==> src/rtl/riscv_pkg.sv <==
// riscv_pkg: shared definitions for the CPU codebase slice that hosts the
// UART receiver.
//   uart_rx_state_t   : receiver FSM state encoding
//   UART_CLKS_PER_BIT : cpu_clk cycles per bit (10 MHz / 115200)
//   UART_RX_ADDR      : MMIO address decoded by DataMemory for the RX port
package riscv_pkg;

  typedef enum logic [2:0] {
    IDLE  = 3'd0,
    START = 3'd1,
    DATA  = 3'd2,
    STOP  = 3'd3,
    BREAK = 3'd4
  } uart_rx_state_t;

  localparam int UART_CLKS_PER_BIT = 87;

  localparam logic [31:0] UART_RX_ADDR = 32'h0000_FF08;

endpackage

==> src/rtl/uart_rx_fifo.sv <==
// uart_rx_fifo: first-word-fall-through byte queue for the UART receiver.
// Read/write pointers carry one extra wrap bit so full and empty differ.
// Ports:
//   clk, rst_n : clock, asynchronous active-low reset
//   push, din  : write request and byte (dropped when full unless popping)
//   pop        : remove head byte (ignored when empty)
//   dout       : head byte, 0 when empty
//   empty,full : queue status
module uart_rx_fifo
  import riscv_pkg::*;
#(
  parameter int DEPTH = 4
) (
  input  logic       clk,
  input  logic       rst_n,
  input  logic       push,
  input  logic       pop,
  input  logic [7:0] din,
  output logic [7:0] dout,
  output logic       empty,
  output logic       full
);

  localparam int AW = $clog2(DEPTH);

  logic [AW:0] wr_ptr_r;
  logic [AW:0] rd_ptr_r;
  logic [7:0]  mem_r [DEPTH];
  logic        do_pop_s;
  logic        do_push_s;

  // A pop in the same cycle frees the slot, so a push into a full queue lands.
  always_comb begin
    empty     = (wr_ptr_r == rd_ptr_r);
    full      = (wr_ptr_r[AW] != rd_ptr_r[AW]) &&
                (wr_ptr_r[AW-1:0] == rd_ptr_r[AW-1:0]);
    do_pop_s  = pop & ~empty;
    do_push_s = push & (~full | do_pop_s);
    if (empty) begin
      dout = 8'h00;
    end else begin
      dout = mem_r[rd_ptr_r[AW-1:0]];
    end
  end

  // Pointer and storage update.
  always_ff @(posedge clk or negedge rst_n) begin
    if (!rst_n) begin
      wr_ptr_r <= '0;
      rd_ptr_r <= '0;
      for (int i = 0; i < DEPTH; i++) begin
        mem_r[i] <= 8'h00;
      end
    end else begin
      if (do_push_s) begin
        mem_r[wr_ptr_r[AW-1:0]] <= din;
        wr_ptr_r <= wr_ptr_r + {{AW{1'b0}}, 1'b1};
      end
      if (do_pop_s) begin
        rd_ptr_r <= rd_ptr_r + {{AW{1'b0}}, 1'b1};
      end
    end
  end

endmodule

==> src/rtl/uart_rx.sv <==
// uart_rx: 8N1 asynchronous serial receiver with sticky error flags.
// Build option: define UART_RX_FIFO_EN for a FIFO_DEPTH-entry receive queue;
// otherwise a single holding register buffers one byte.
// Ports:
//   clk, rst_n : cpu_clk, asynchronous active-low reset
//   rx         : serial line, idle high, asynchronous to clk
//   rd_en      : pop head byte (ignored while rx_valid=0)
//   rd_data    : head byte, valid while rx_valid=1
//   rx_valid   : receive buffer non-empty
//   frame_err  : sticky, stop bit sampled low
//   overrun    : sticky, byte dropped because the buffer was full
//   err_clr    : clears both sticky flags (a same-cycle new error wins)
//   busy       : FSM is not in IDLE
module uart_rx
  import riscv_pkg::*;
#(
  parameter int CLKS_PER_BIT = UART_CLKS_PER_BIT,
  parameter int FIFO_DEPTH   = 4
) (
  input  logic       clk,
  input  logic       rst_n,
  input  logic       rx,
  input  logic       rd_en,
  output logic [7:0] rd_data,
  output logic       rx_valid,
  output logic       frame_err,
  output logic       overrun,
  input  logic       err_clr,
  output logic       busy
);

  localparam int CNT_W = $clog2(CLKS_PER_BIT);
  localparam logic [CNT_W-1:0] HALF_LAST = CNT_W'(CLKS_PER_BIT / 2 - 1);
  localparam logic [CNT_W-1:0] BIT_LAST  = CNT_W'(CLKS_PER_BIT - 1);

  // Elaboration-time guard on parameter ranges.
  if (CLKS_PER_BIT < 4 || FIFO_DEPTH < 2 ||
      (FIFO_DEPTH & (FIFO_DEPTH - 1)) != 0) begin : g_bad_param
    $error("uart_rx: CLKS_PER_BIT must be >= 4, FIFO_DEPTH a power of two >= 2");
  end

  logic           sync1_r;
  logic           rx_s;
  uart_rx_state_t state_r;
  logic [CNT_W-1:0] cnt_r;
  logic [2:0]     bit_idx_r;
  logic [7:0]     shift_r;
  logic           busy_r;
  logic           frame_err_r;
  logic           overrun_r;
  logic           stop_last_s;
  logic           push_s;
  logic           ferr_s;
  logic           pop_s;
  logic           full_s;

  // Two-flop synchronizer; resets to the idle-high line level.
  always_ff @(posedge clk or negedge rst_n) begin
    if (!rst_n) begin
      sync1_r <= 1'b1;
      rx_s    <= 1'b1;
    end else begin
      sync1_r <= rx;
      rx_s    <= sync1_r;
    end
  end

  // Stop-bit sample produces either a push or a framing error this cycle.
  always_comb begin
    stop_last_s = (state_r == STOP) && (cnt_r == BIT_LAST);
    push_s      = stop_last_s & rx_s;
    ferr_s      = stop_last_s & ~rx_s;
    pop_s       = rd_en & rx_valid;
  end

  // Receiver FSM; busy is registered alongside every state change.
  always_ff @(posedge clk or negedge rst_n) begin
    if (!rst_n) begin
      state_r   <= IDLE;
      cnt_r     <= '0;
      bit_idx_r <= 3'd0;
      shift_r   <= 8'h00;
      busy_r    <= 1'b0;
    end else begin
      case (state_r)
        IDLE: begin
          cnt_r <= '0;
          if (!rx_s) begin
            state_r <= START;
            busy_r  <= 1'b1;
          end
        end
        START: begin
          if (cnt_r == HALF_LAST) begin
            cnt_r <= '0;
            if (!rx_s) begin
              state_r   <= DATA;
              bit_idx_r <= 3'd0;
            end else begin
              // Start bit vanished before mid-bit: treat as a glitch.
              state_r <= IDLE;
              busy_r  <= 1'b0;
            end
          end else begin
            cnt_r <= cnt_r + {{(CNT_W-1){1'b0}}, 1'b1};
          end
        end
        DATA: begin
          if (cnt_r == BIT_LAST) begin
            cnt_r     <= '0;
            // LSB arrives first, so shifting in from the top leaves it at bit 0.
            shift_r   <= {rx_s, shift_r[7:1]};
            bit_idx_r <= bit_idx_r + 3'd1;
            if (bit_idx_r == 3'd7) begin
              state_r <= STOP;
            end
          end else begin
            cnt_r <= cnt_r + {{(CNT_W-1){1'b0}}, 1'b1};
          end
        end
        STOP: begin
          if (cnt_r == BIT_LAST) begin
            cnt_r <= '0;
            if (rx_s) begin
              state_r <= IDLE;
              busy_r  <= 1'b0;
            end else begin
              state_r <= BREAK;
            end
          end else begin
            cnt_r <= cnt_r + {{(CNT_W-1){1'b0}}, 1'b1};
          end
        end
        BREAK: begin
          // Wait for the line to return high so a held-low line cannot restart.
          cnt_r <= '0;
          if (rx_s) begin
            state_r <= IDLE;
            busy_r  <= 1'b0;
          end
        end
        default: begin
          state_r <= IDLE;
          cnt_r   <= '0;
          busy_r  <= 1'b0;
        end
      endcase
    end
  end

`ifdef UART_RX_FIFO_EN
  logic empty_s;

  uart_rx_fifo #(
    .DEPTH (FIFO_DEPTH)
  ) u_fifo (
    .clk   (clk),
    .rst_n (rst_n),
    .push  (push_s),
    .pop   (pop_s),
    .din   (shift_r),
    .dout  (rd_data),
    .empty (empty_s),
    .full  (full_s)
  );

  assign rx_valid = ~empty_s;
`else
  logic [7:0] hold_r;
  logic       hold_valid_r;

  // Single-entry buffer; a same-cycle pop makes room for the incoming byte.
  always_ff @(posedge clk or negedge rst_n) begin
    if (!rst_n) begin
      hold_r       <= 8'h00;
      hold_valid_r <= 1'b0;
    end else begin
      if (push_s && (!hold_valid_r || pop_s)) begin
        hold_r       <= shift_r;
        hold_valid_r <= 1'b1;
      end else if (pop_s) begin
        hold_valid_r <= 1'b0;
      end
    end
  end

  // Head byte is forced to zero while empty.
  always_comb begin
    full_s   = hold_valid_r;
    rx_valid = hold_valid_r;
    if (hold_valid_r) begin
      rd_data = hold_r;
    end else begin
      rd_data = 8'h00;
    end
  end
`endif

  // Sticky error flags: clear request loses to a new error in the same cycle.
  always_ff @(posedge clk or negedge rst_n) begin
    if (!rst_n) begin
      frame_err_r <= 1'b0;
      overrun_r   <= 1'b0;
    end else begin
      frame_err_r <= (frame_err_r & ~err_clr) | ferr_s;
      overrun_r   <= (overrun_r & ~err_clr) | (push_s & full_s & ~pop_s);
    end
  end

  assign frame_err = frame_err_r;
  assign overrun   = overrun_r;
  assign busy      = busy_r;

endmodule

==> config.mk <==
export PLATFORM = sky130hd
export DESIGN_NAME = uart_rx
export DESIGN_NICKNAME = d
export VERILOG_FILES = /design/src/rtl/riscv_pkg.sv /design/src/rtl/uart_rx_fifo.sv /design/src/rtl/uart_rx.sv
export SDC_FILE = /design/constraint.sdc
export NUM_CORES = 1
export LEC_CHECK = 0
export ABC_AREA = 1
export ABC_CLOCK_PERIOD_IN_PS = 4550
export CAP_MARGIN = 20
export CORE_MARGIN = 2
export CORE_UTILIZATION = 39
export CTS_BUF_LIST = sky130_fd_sc_hd__clkbuf_16
export CTS_CLUSTER_DIAMETER = 150
export DETAILED_ROUTE_END_ITERATION = 12
export HOLD_SLACK_MARGIN = 0.12
export REMOVE_ABC_BUFFERS = 1
export SKIP_LAST_GASP = 1
export SLEW_MARGIN = 15
export SYNTH_ARGS = -nofsm -noshare
export SYNTH_HDL_FRONTEND = slang
export SYNTH_SLANG_ARGS = --single-unit
export TNS_END_PERCENT = 100
==> constraint.sdc <==
create_clock -name clk -period 4.55 [get_ports clk]
set_input_delay 0.6825 -clock clk [delete_from_list [all_inputs] [get_ports clk]]
set_output_delay 0.6825 -clock clk [all_outputs]
set_load 0.005 [all_outputs]
; ---- After elaboration in Yosys (flattened, before gate mapping)
; Index checks and enable logic that the tools add are counted.
[word_totals]
register_bits = 35
out_inout_bits = 12
[classes]
reduce_logical = 12
eq_ne = 14
mux = 24
add_sub_neg = 2
bitwise_logic = 13
[ops]
columns = cell, n
row1 = $mux W3, 10
row2 = $pmux W3 S5, 1
row3 = $mux W7, 2
row4 = $pmux W7 S2, 1
row5 = $ne A2 B2 Y1 const B, 6
row6 = $mux W8, 1
row7 = $reduce_and A4 Y1, 2
row8 = $add A7 B1 Y7 const B, 1
row9 = $and A1 B1 Y1, 7
row10 = $eq A7 B6 Y1 const B, 1
row11 = $eq A7 B7 Y1 const B, 1
row12 = $eq A3 B2 Y1 const B, 2
row13 = $eq A3 B3 Y1 const B, 2
row14 = $mux W1, 6
row15 = $pmux W3 S2, 1
row16 = $reduce_and A6 Y1, 1
row17 = $pmux W1 S5, 1
row18 = $not A1 Y1, 4
row19 = $reduce_bool A2 Y1, 2
row20 = $add A3 B1 Y3 const B, 1
row21 = $eq A3 B1 Y1 const B, 1
row22 = $logic_not A3 Y1, 1
row23 = $logic_and A1 B1 Y1, 2
row24 = $mux W2, 1
row25 = other kinds (6), 7

; ---- Logic depth before layout (Yosys ltp)
[depth]
word_depth = 6
ltp_mapped = 11

; ---- Least setup slack after synthesis
; Ideal clock, no wire load.
[synth_path]
path_kind = register -> register
startpoint = register cnt_r[0]
endpoint = register hold_r[5]
period_less_slack_ns = 1.447
path_stages_with_launch = 9
setup_time_ns = 0.117
required_time_ns = 4.433
setup_slack_ns = 3.103
t_arrival_ns = 1.330
path_cell_list = dfrtp_1 > inv_1 > ha_1 > nand3_4 > nor2_8 > nand4_4 > buf_6 > nand2_2 > o21ai_2
[synth_via]
elab_chain_cells = 4
[synth_lines]
columns = element, line_no
row1 = start: declaration, uart_rx.sv:45  ; logic [CNT_W-1:0] cnt_r;
row2 = start signal: assignment, uart_rx.sv:105  ; cnt_r <= cnt_r + {{(CNT_W-1){1'b0}}, 1'b1};
row3 = start signal: assignment, uart_rx.sv:118  ; cnt_r <= cnt_r + {{(CNT_W-1){1'b0}}, 1'b1};
row4 = start signal: assignment, uart_rx.sv:131  ; cnt_r <= cnt_r + {{(CNT_W-1){1'b0}}, 1'b1};
row5 = $eq A7 B7 Y1, uart_rx.sv:70  ; stop_last_s = (state_r == STOP) && (cnt_r == BIT_LAST);
row6 = $logic_and A1 B1 Y1, uart_rx.sv:70
row7 = $and A1 B1 Y1, uart_rx.sv:71  ; push_s = stop_last_s & rx_s;
row8 = $logic_and A1 B1 Y1, uart_rx.sv:178  ; if (push_s && (!hold_valid_r || pop_s)) begin
row9 = end signal: assignment, uart_rx.sv:179  ; hold_r <= shift_r;
row10 = end: declaration, uart_rx.sv:169  ; logic [7:0] hold_r;
; Every way passes these cells.
; A chain may end at the register's enable or synchronous reset.

; ---- Worst setup path after layout
[layout_path]
startpoint = register hold_valid_r (netlist: rx_valid)
endpoint = output rd_data[6]
[layout_via]
elab_chain_cells = 1
[layout_lines]
columns = element, line_no
row1 = start: declaration, uart_rx.sv:170  ; logic hold_valid_r;
row2 = start signal: assignment, uart_rx.sv:176  ; hold_valid_r <= 1'b0;
row3 = start signal: assignment, uart_rx.sv:180  ; hold_valid_r <= 1'b1;
row4 = start signal: assignment, uart_rx.sv:182  ; hold_valid_r <= 1'b0;
row5 = $mux W8, uart_rx.sv:191  ; if (hold_valid_r) begin
row6 = end: declaration, uart_rx.sv:24  ; output logic [7:0] rd_data,
; Every way passes these cells.

==> results.md <==
* Die Wd at 70.6 um
* Number of routed nets with antenna violations at 0
* Synth unique cells at 23
* Startpoint type of the worst setup path: flip-flop
* WL per Instance at 10.5 um
* Largest family of logic cells by synthesized area: simple AND/OR/NAND/NOR gates
* Hold path start: sync1_r$_DFF_PN1_
* Final setup viols at 0
* Placement row count at 24
* Worst Hold Depth at 0
* Pleak at 1.03 nW
* Routability cong. at between 0.7 and 0.8
* Most frequent cells in the layout: nand2_1, dfrtp_1, inv_1, nor2_1, clkdlybuf4s50_1
* Worst Setup EP: rd_data[6]
* Ant. Diodes at 0
* Pwr Total at about 0.00089 W
* Outcome: finished, final reports clean
* Vias per std cell at 4.53
* RR Endpoint: hold_r[2]$_DFFE_PN0P_
* Most Crowded Layer GR: met2
* Yosys Warn Count at 0
* # Post-CTS Setup Buffers at 0
* Count of final max-slew check failures at 0
* Initial antenna violation count at 0
* Global-route wire length before repair at 5.12 mm
* Kind of cell adding the most delay to the critical path: buffers and inverters
* Final nets at around 230
* DR vias at between 1k and 1.5k
* Maximum VDD drop at 0.169 mV
* Port Buffers at 16
* I/O pin cnt at 17
* Core area at 4320 um2
* Worst Hold Class: flip-flop to flip-flop
* Clk_skew at around 0.0047 ns
* Critical-path cell list: nand2_1 -> inv_1 -> clkdlybuf4s50_1
* Post-synthesis mux area share at 0
* Util after Layout at 0.479
* Reg-to-reg critical path startpoint: cnt_r[0]$_DFF_PN0_
* Critical-path top delay cell: dfrtp_1
* Synth Area in Compound Gates at 0.0874
* GRT Overall Usage at 0.129
* Critical path peak fanout at 10
* R2R Setup Slk at 2.90 ns
* Num CTS Buffers at 5
* Max_cap viols at 0
* Max Fclk at between 400 and 500 MHz
* Buffers and inverters on the worst path at 2
* Max-Slew Margin vs Limit at 0.708
* Syn-to-layout area delta at 19.7%
* Die ar. at 4990 um2
* Worst Path Required at 3.87 ns
* Max clock buf depth at 2
* Yosys reg bits at 35
* RSZ-0062 raised after global routing: false
* Final Hold Viols at 0
* Critical Setup Path Class: flip-flop to primary output
* CTS sink count at 35
* Final non-filler cell area at 2070 um2
* H-Tree Depth at 2
* Adder-Cell Fraction of Synth Area at 0.0289
* Post-DP HPWL at 2.04 mm
* CP max stage delay at 0.51 ns
* Layout cell share with drive strength beyond 1 at 0.142
* Total Wirelength at 2.84 mm
* P per Cell Area at 428 nW/um2
* Residual DRC at 0
* Register area share after synthesis at 0.507
* GR Util met3 at 0.0313
* Cell Area, Synth at roughly 1700 um2
* Fin crit share at 0.466
* Met2 global-route usage at 0.195
* Simple logic cell fraction of the synthesized area at 0.262
* Commonest non-fill, non-tap cell in the layout: nand2_1
* Hold_buf cts at 0
* Layout fillers at 441
* Largest net degree at the start of global routing at 36
* Fin Setup TNS at 0 ns
* Cts repair resizes at 0
* First-pass iteration count of the detailed router at 4
* Clk Latency, worst-skew pair at about 0.27 ns
* R2r worst-path depth at 7
* CTS tree: done
* CTS root buffer: clkbuf_16
* Vias in the first global route at 1185
* Footprint of the multi-input gates at 699 um2
* Die H at about 71 um
* Dpl cell area at ~1900 um2
* GRT overflow at 0
* Clock slew at reported path FFs at 0.05 ns
* Post-Synth XOR/XNOR Area at 0.0253
* Initial Util at 0.400
* Worst EP arrival at 1.44 ns
* Worst setup startpoint: rx_valid$_DFFE_PN0P_
* DRT iter0 DRCs at 46
* Worst path depth at 3
* Syn avg cell area at between 8 and 9 um2
* Mapped Cells at roughly 200
* Slew @ Worst Pin at about 0.44 ns
* Register area at 878 um2
* GRT met1 Usage at 0.172
* Tmin final at 2.12 ns
* Critical Path End Type: primary output
==> layout make-up <==
cell class / instances / area share
clock buffers: 5 / 0.0604
clock inverters: 2 / 0.00423
inverters: 34 / 0.0616
multi-input cells: 125 / 0.338
flip-flops and latches: 35 / 0.424
well taps: 52 / 0.0314
repair buffers: 17 / 0.0809
==> flip-flops by register name (all words and copies together), names as in the netlist <==
register,flops
bit_idx_r,3
frame_err,1
sync1_r,1
busy,1
shift_r,8
cnt_r,7
rx_s,1
state_r,3
hold_r,8
rx_valid,1
overrun,1
==> per-stage QoR <==
step           hold slack (ns)  setup slack, ns  cells
6_report                 0.357             2.43    270
5_1_grt                  0.363             2.30    270
2_1_floorplan            0.345             3.06    194
3_3_place_gp             0.346             2.61    263
4_1_cts                  0.358             2.41    270
3_5_place_dp             0.351             2.60    263
==> metal layers <==
layer,vias to the layer above,part of all wire
li1,653,-
met1,550,0.50
met2,15,0.45
met3,5,0.030
met4,0,0.023
met5,-,0
==> cell families after synthesis <==
kind of cell	after synthesis
compound gates	24
xor+xnor	5
fa+ha+maj	4
simple gates	92
buf+inv	38
flops	35
==> worst min path at each step <==
stage	slack [ns]	end
floorplan	0.35	rx_s$_DFF_PN1_
global placement	0.35	rx_s$_DFF_PN1_
detailed placement	0.35	rx_s$_DFF_PN1_
CTS	0.36	rx_s$_DFF_PN1_
global route	0.36	rx_s$_DFF_PN1_
finish	0.36	rx_s$_DFF_PN1_
==> synth_stat cells (all sizes together) <==
cell type | number | area share
dfrtp | 33 | 0.48
o22ai | 1 | 0.0036
xnor2 | 2 | 0.010
nor3 | 5 | 0.014
o21ai | 23 | 0.084
nand4 | 1 | 0.012
xor2 | 3 | 0.015
ha | 4 | 0.029
nand2 | 49 | 0.11
buf | 4 | 0.015
inv | 34 | 0.074
nor2 | 20 | 0.057
nand3 | 17 | 0.064
dfstp | 2 | 0.030
==> power breakdown <==
| part | switching, W | total [W] | leakage, nW | internal, W |
|---|---|---|---|---|
| clock | 0.000117 | 0.000313 | 0.0671 | 0.000196 |
| sequential | 0.0000322 | 0.000371 | 0.474 | 0.000339 |
| combinational | 0.000133 | 0.000202 | 0.489 | 0.0000698 |
| total | 0.000281 | 0.000887 | 1.03 | 0.000605 |
(Power assumes the default switching activity.)
